### src/rtl/unary_expand450.sv
`default_nettype none
// ============================================================================
//  Module      : unary_expand450
//  Description : Streaming count-to-unary expander. Accepts a count N over a
//                valid/ready handshake and emits a LEN-bit thermometer vector
//                (bits [N-1:0] set) as NB consecutive W-bit beats.
//  Revision    : 1.0  initial release
// ============================================================================
module unary_expand450 #(
   parameter int LEN = 450,
   parameter int W   = 50,
   parameter int BW  = $clog2(LEN),
   parameter int NB  = (LEN + W - 1) / W,
   parameter int IW  = (NB > 1) ? $clog2(NB) : 1
) (
   input  logic          clk,
   input  logic          rst,
   input  logic          in_valid,
   output logic          in_ready,
   input  logic [BW-1:0] in_cnt,
   output logic          out_valid,
   input  logic          out_ready,
   output logic [W-1:0]  out_data,
   output logic [IW-1:0] out_idx,
   output logic          out_last
);

   typedef enum logic [0:0] {
      S_IDLE = 1'b0,
      S_EMIT = 1'b1
   } state_t;

   localparam logic [BW-1:0] c_LEN  = BW'(LEN);
   localparam logic [IW-1:0] c_LAST = IW'(NB - 1);

   state_t        state_q, state_d;
   logic [IW-1:0] b_q, b_d;
   logic [BW-1:0] cq_q, cq_d;
   logic          w_emit;

   // Handshake flags come from registered state; reset forces both low.
   assign w_emit    = (state_q == S_EMIT) && !rst;
   assign in_ready  = (state_q == S_IDLE) && !rst;
   assign out_valid = w_emit;
   assign out_idx   = w_emit ? b_q : '0;
   assign out_last  = w_emit && (b_q == c_LAST);

   // Per-bit thermometer decode; the absolute bit position is formed in 32 bits
   // so it never wraps, and positions at or beyond LEN stay clear.
   for (genvar j = 0; j < W; j++) begin : g_bit
      logic [31:0] w_pos;
      assign w_pos       = 32'(b_q) * 32'(W) + 32'(j);
      assign out_data[j] = w_emit && (w_pos < 32'(cq_q)) && (w_pos < 32'(LEN));
   end

   // Next-state logic: accept a saturated count in IDLE, step beats in EMIT.
   always_comb begin
      state_d = state_q;
      b_d     = b_q;
      cq_d    = cq_q;
      case (state_q)
         S_IDLE: begin
            if (in_valid) begin
               cq_d    = (in_cnt > c_LEN) ? c_LEN : in_cnt;
               b_d     = '0;
               state_d = S_EMIT;
            end
         end
         S_EMIT: begin
            if (out_ready) begin
               if (b_q == c_LAST) begin
                  state_d = S_IDLE;
               end else begin
                  b_d = b_q + IW'(1);
               end
            end
         end
         default: state_d = S_IDLE;
      endcase
   end

   // State registers with synchronous reset that abandons any vector in flight.
   always_ff @(posedge clk) begin
      if (rst) begin
         state_q <= S_IDLE;
         b_q     <= '0;
         cq_q    <= '0;
      end else begin
         state_q <= state_d;
         b_q     <= b_d;
         cq_q    <= cq_d;
      end
   end

endmodule
`default_nettype wire

### config.mk
export PLATFORM = sky130hd
export DESIGN_NAME = unary_expand450
export DESIGN_NICKNAME = d
export VERILOG_FILES = /design/src/rtl/unary_expand450.sv
export SDC_FILE = /design/constraint.sdc
export NUM_CORES = 1
export LEC_CHECK = 0
export CELL_PAD_IN_SITES_DETAIL_PLACEMENT = 1
export CELL_PAD_IN_SITES_GLOBAL_PLACEMENT = 1
export CORE_UTILIZATION = 30
export DETAILED_ROUTE_END_ITERATION = 12
export PLACE_DENSITY = 0.6
export SYNTH_ARGS = -nofsm -noshare
export SYNTH_HDL_FRONTEND = slang
export SYNTH_SLANG_ARGS = --single-unit
export TNS_END_PERCENT = 10
### constraint.sdc
create_clock -name clk -period 9.55 [get_ports clk]
set_clock_uncertainty 0.05 [all_clocks]
set_input_delay 0.955 -clock clk [delete_from_list [all_inputs] [get_ports clk]]
set_output_delay 0.955 -clock clk [all_outputs]
set_load 0.01 [all_outputs]
==> results.md, run 1 <==
- CTS H-tree lvls: 1
- Vias in the first global route: 7707
- Antenna violations before repair: 0
- # diodes: 0
- Fin worst setup slack: 1.99 ns
- # hold bufs at CTS: 0
- RSZ-0062 raised after global routing: false
- Vias: 7684
- Largest cells by area after synthesis: ha_1, xnor2_1, a21oi_1, nor2_1, nand2_1
- Clock Latency Late Sink: 0.24 ns
- Avg Inst Size Synth: 7.24 µm²
- Dpl ws: 2.26 ns
- Setup Viol. Count Final: 0
- Synth Warn #: 0
- Worst Hold Depth: 2
- Part of the cycle the worst path needs: 79.1%
- Fin crit period: 7.56 ns
- Internal reg-to-reg setup slack: 7.03 ns
- Setup bufs post-CTS: 0
- Die X-Extent: 158 µm
- Sequential-to-total area share from yosys stat: 3.83%
- Critical path type: reg -> out
- Hold Crit Start: cq_q[7]$_SDFFE_PP0P_
- CTS tree: done
- Arr. time, crit path: 6.55 ns
- Most frequent CP cell: ha_1
- Worst setup SP type: flip-flop
- HP Class: reg -> reg
- Setup total negative slack: 0 ns
- CP required: 8.55 ns
- Slowest stage cell, crit path: fa_1
- Max Cap Viol: 0
- Starting Density: 30.9%
- Worst Hold Path EP: cq_q[7]$_SDFFE_PP0P_
- Largest net degree at the start of global routing: 48
- CTS root buf: clkbuf_16
- IO Count: 70
- VDD IR-drop max: 0.0696 mV
- Leak: 0.00346 µW
- PnR Total Power: 429 µW
- Die ar.: 0.0250 mm²
- Max frequency: 132 MHz
- Area growth syn-to-layout: 14.8%
- Status: complete, no violations
- Drt initial violations: 295
- Post-synth EDFFs: 0
- Pwr/cell area: 51.0 mW/mm²
- Clock transition at the registers of the reported paths: 0.05 ns
- Die Ht: 158 µm
- CP Max Fanout: 23
- Primary FF master, synth: dfxtp_1
- Core Region: 0.0237 mm²
- Synthesized Nets: 1191
- Ys async rst share: 0%
- Fin. Hold Viols: 0
- Post-Route WL: 28500 µm
- Share of the synthesized area in the top cell type: 28.4%
- Drc violations: 0
- Worst r2r dst: b_q[3]$_SDFFE_PP0P_
- Clock buffer depth: 2
- GPL Wtd Cong: 0.828
- Cell count after synthesis: 1011
- Hold slack: 0.401 ns
- Via density: 5.61
- DP Area: 0.00832 mm²
- FF-to-FF Start: b_q[0]$_SDFFE_PP0P_
- Sink Count: 14
- Routed Antenna Nets: 0
- Number of fill cells: 3013
- Worst R2R Path Depth: 6
- Share of layout cells above drive strength 1: 3.62%
- Worst Max-Slew Pin Slew: 1.08 ns
- Relative slew slack: 28.2%
- First-pass GRT wire length: 44900 µm
- Final Cell Area: 0.00840 mm²
- Drt first pass iters: 5
- Grt ovf: 0
- Library cells used by synthesis: 69
- Number of gates resized after cts: 0
- Final max-slew violation count: 0
- GRT Util Overall: 23.2%
- Routed wire per std cell: 20.8 µm
- Crit-path cells: inv_1 -> ha_1 -> ha_1 -> inv_1 -> fa_1 -> inv_1 -> buf_4 -> ha_1 -> a21oi_1 -> nand2_1 -> xnor2_1 -> ha_1 -> nand2_1 -> o21ai_0 -> a2111oi_0 -> clkdlybuf4s50_1
- Num CTS Buffers: 3
- Top cell type by total area after synthesis: ha_1
- Post-synthesis cell area: 0.00732 mm²
- Worst Setup End Kind: primary output
- Seq cells post-synth: 14
- DPL Wire Length: 21200 µm
- Layout Nets: 1233
- Number of cell rows: 56
- IO Port Bufs: 69
- Critical Path Max Stage Delay: 1.21 ns
through the flow:
stage          utilization (%)  instances
6_report                  35.5       1370
4_1_cts                   35.5       1370
2_1_floorplan                -       1011
5_1_grt                   35.5       1370
3_3_place_gp              35.1       1367
3_5_place_dp              35.1       1367
final cells by class:
class                   count  area (µm²)  area share, %
flip-flops and latches     14         280           3.34
clock buffers               3        75.1          0.894
repair buffers             86         818           9.74
well taps                 319         399           4.75
multi-input cells         893        6620           78.8
inverters                  55         206           2.46
placed cells by master, fill, tap and decap left out, types with 11 or more instances in the layout:
master	instances
a211oi_1	12
a21o_1	38
a21oi_1	74
buf_4	17
clkdlybuf4s50_1	69
dfxtp_1	14
ha_1	166
inv_1	51
mux2i_1	15
nand2_1	81
nand2b_1	13
nand3_1	28
nand4_1	23
nor2_1	92
nor2b_1	14
nor3_1	38
nor4_1	20
o2111ai_1	13
o21ai_0	31
o21ai_1	11
xnor2_1	92
routing by layer:
metal  share of wire, %  vias to the layer above  routed length [µm]  global-route usage, %
met1                 49                     3766               14000                   32.0
met2                 47                      131               13400                   40.3
met3                3.3                        8                 954                   1.64
met5                  0                        -                   0                      0
li1                   -                     3779                   -                      -
met4               0.50                        0                 144                   2.20
worst max-delay path by stage:
stage                        start           end  slack (ns)
6_report       b_q[0]$_SDFFE_PP0P_  out_data[43]        1.99
5_1_grt        b_q[0]$_SDFFE_PP0P_  out_data[43]        1.54
4_1_cts        b_q[0]$_SDFFE_PP0P_  out_data[43]        2.00
3_5_place_dp   b_q[0]$_SDFFE_PP0P_  out_data[43]        2.26
3_3_place_gp   b_q[0]$_SDFFE_PP0P_  out_data[35]        2.44
2_1_floorplan  b_q[2]$_SDFFE_PP0P_  out_data[14]        3.60
report_power, final:
part	leakage [µW]	internal, µW	switching, µW
logic	0.00331	124	162
clock network	0.0000370	54.7	23.2
registers	0.000115	61.4	3.42
worst max-delay path, delay by kind of cell (launching register included):
family          cells  cell delay [ns]
flops               1             0.84
xor+xnor            1             0.23
simple gates        2             0.28
compound gates      3             0.91
fa+ha+maj           5             2.57
buf+inv             5             1.48
registers in the layout (all words and copies together) (netlist names):
signal and count:
cq_q 9, b_q 4, state_q 1
synth_stat cells, types with 10 or more instances:
cell,count
a21oi_1,74
o211ai_1,10
buf_2,24
a211oi_1,13
dfxtp_1,14
ha_1,166
inv_1,51
o21ai_0,31
nand2_1,81
nor4_1,20
nand4_1,23
o21ai_1,11
nand2b_1,13
nand3_1,28
nor2b_1,14
o2111ai_1,13
nor2_1,92
a21o_1,38
a211o_1,10
mux2i_1,15
nor3_1,38
xnor2_1,92
clkbuf_1,16
cells by family after synthesis:
logic type	synth area share (%)
mux	2.51
xor+xnor	12.0
buf+inv	6.05
compound gates	24.5
simple gates	22.5
fa+ha+maj	28.7
flops	3.83
Power figures use the tool's default switching activity.
==> run 2, diff against run 1 <==
Clock period 9.55 ns to 7 ns, I/O delays scaled along.
==> results.md, run 2 (synthesis gave the netlist of run 1 again) <==
- Most common cell after layout, fill and taps aside: ha_1
- # diodes: 0
- Sw Ratio: 44.0%
- Psw: 267 µW
- Status: complete, no violations
- Sequential share of power: 14.2%
- IO Port Bufs: 69
- Logic pwr share: 64.8%
- CTS root buf: clkbuf_16
- Starting Density: 30.9%
- Die ar.: 0.0250 mm²
- Die X-Extent: 158 µm
- Number of cell rows: 56
- Part of the cycle the worst path needs: 89.0%
- Via density: 5.50
- Post-Route WL: 28700 µm
- CTS tree: done
- Drc violations: 0
- Antenna violations before repair: 0
- Fin crit period: 6.23 ns
- Max reg flops: 9
- Setup Viol. Count Final: 0
- Hold slack: 0.401 ns
- Top flop regs: cq_q: 9 flops, b_q: 4 flops, state_q: 1 flops
- Setup bufs post-CTS: 0
- First-pass GRT wire length: 44100 µm
- Fin. Hold Viols: 0
- IO Count: 70
- Most frequent cells in the layout: ha_1, xnor2_1, nor2_1
- # hold bufs at CTS: 0
- Clock transition at the registers of the reported paths: 0.06 ns
- Max Cap Viol: 0
- GRT Util Overall: 23.0%
- Biggest register: cq_q
- Worst Hold Depth: 2
- Die Ht: 158 µm
- RSZ-0062 raised after global routing: false
- Vias: 7575
- Largest net degree at the start of global routing: 32
- Drt first pass iters: 4
- Setup total negative slack: 0 ns
- Num CTS Buffers: 3
- CP required: 6.25 ns
- Share of layout cells above drive strength 1: 4.34%
- Worst R2R Path Depth: 7
- Core Region: 0.0237 mm²
- Internal power: 340 µW
- Grt ovf: 0
- Vias in the first global route: 7568
- DPL Wire Length: 21600 µm
- GPL Wtd Cong: 0.871
- Leak: 0.00350 µW
- VDD IR-drop max: 0.0776 mV
- Worst Setup End Kind: primary output
- Clock buffer depth: 2
- Clock power frac: 20.9%
- Max frequency: 160 MHz
- Worst Max-Slew Pin Slew: 0.992 ns
- Worst setup SP type: flip-flop
- Routed wire per std cell: 20.8 µm
- Critical path type: reg -> out
- Layout Nets: 1240
- Pwr/cell area: 71.7 mW/mm²
- Final max-slew violation count: 0
- Number of gates resized after cts: 0
- CP Max Fanout: 25
- Arr. time, crit path: 5.48 ns
- Area growth syn-to-layout: 15.7%
- Clock Latency Late Sink: 0.25 ns
- Relative slew slack: 33.8%
- Drt initial violations: 353
- Routed Antenna Nets: 0
- CTS H-tree lvls: 1
- HP Class: reg -> reg
- Sink Count: 14
-- run 2: cell types whose count changed in the layout (fill, tap and decap cells not counted) --
cell,before,now
clkbuf_8,0,1
buf_4,17,24
-- run 2: cell type report --
| cell class | instances | area [µm²] |
|---|---|---|
| inverter | 55 | 206 |
| timing repair buffer | 93 | 871 |
| sequential | 14 | 280 |
| multi-input combinational | 893 | 6620 |
| tap | 319 | 399 |
| fill | 3003 | 15200 |
| clock buffer | 4 | 88.8 |
-- run 2: path summary, 6_finish.rpt --
kind	slack, ns	end	startpoint
hold / removal	0.40	cq_q[7]$_SDFFE_PP0P_	cq_q[7]$_SDFFE_PP0P_
setup / recovery	0.77	out_data[34]	b_q[1]$_SDFFE_PP0P_
hold reg to reg	0.40	cq_q[7]$_SDFFE_PP0P_	cq_q[7]$_SDFFE_PP0P_
setup reg to reg	4.79	b_q[2]$_SDFFE_PP0P_	b_q[1]$_SDFFE_PP0P_
-- run 2: critical path, stage by stage, from the launching register on --
cell and delay [ns]:
dfxtp_1 0.31, buf_4 0.21, inv_1 0.21, ha_1 0.40
ha_1 0.26, inv_1 0.08, fa_1 0.42, inv_1 0.41
buf_4 0.40, nand2_2 0.40, nor2_1 0.29, xnor2_1 0.15
ha_1 0.26, a2111oi_0 0.62, and3_1 0.27, clkdlybuf4s50_1 0.54
-- run 2: power by group through the flow --
| stage | combinational, µW | sequential [µW] | clock (µW) |
|---|---|---|---|
| final | 394 | 86.4 | 127 |
| after floorplan | 254 | 87.8 | 0 |
| after global routing | 439 | 86.9 | 132 |
| after global placement | 389 | 88.1 | 0 |
| after detailed placement | 394 | 88.1 | 0 |
| after CTS | 396 | 86.4 | 130 |
-- run 2: metal layers --
metal  track usage (%)  share of wire (%)
met1              32.7                 52
met2              39.0                 45
met3             0.849                1.9
met4              3.34                1.1
met5                 0                  0
-- run 2: per-stage QoR --
step	instance area [µm²]	total power [µW]	setup WS, ns	util, %	std cells
final	8470	607	0.767	35.7	1378
after global routing	8470	657	0.517	35.7	1378
after CTS	8470	612	0.851	35.7	1378
after detailed placement	8380	482	1.14	35.4	1374
after global placement	8380	477	1.25	35.4	1374
after floorplan	7320	341	1.31	-	1011
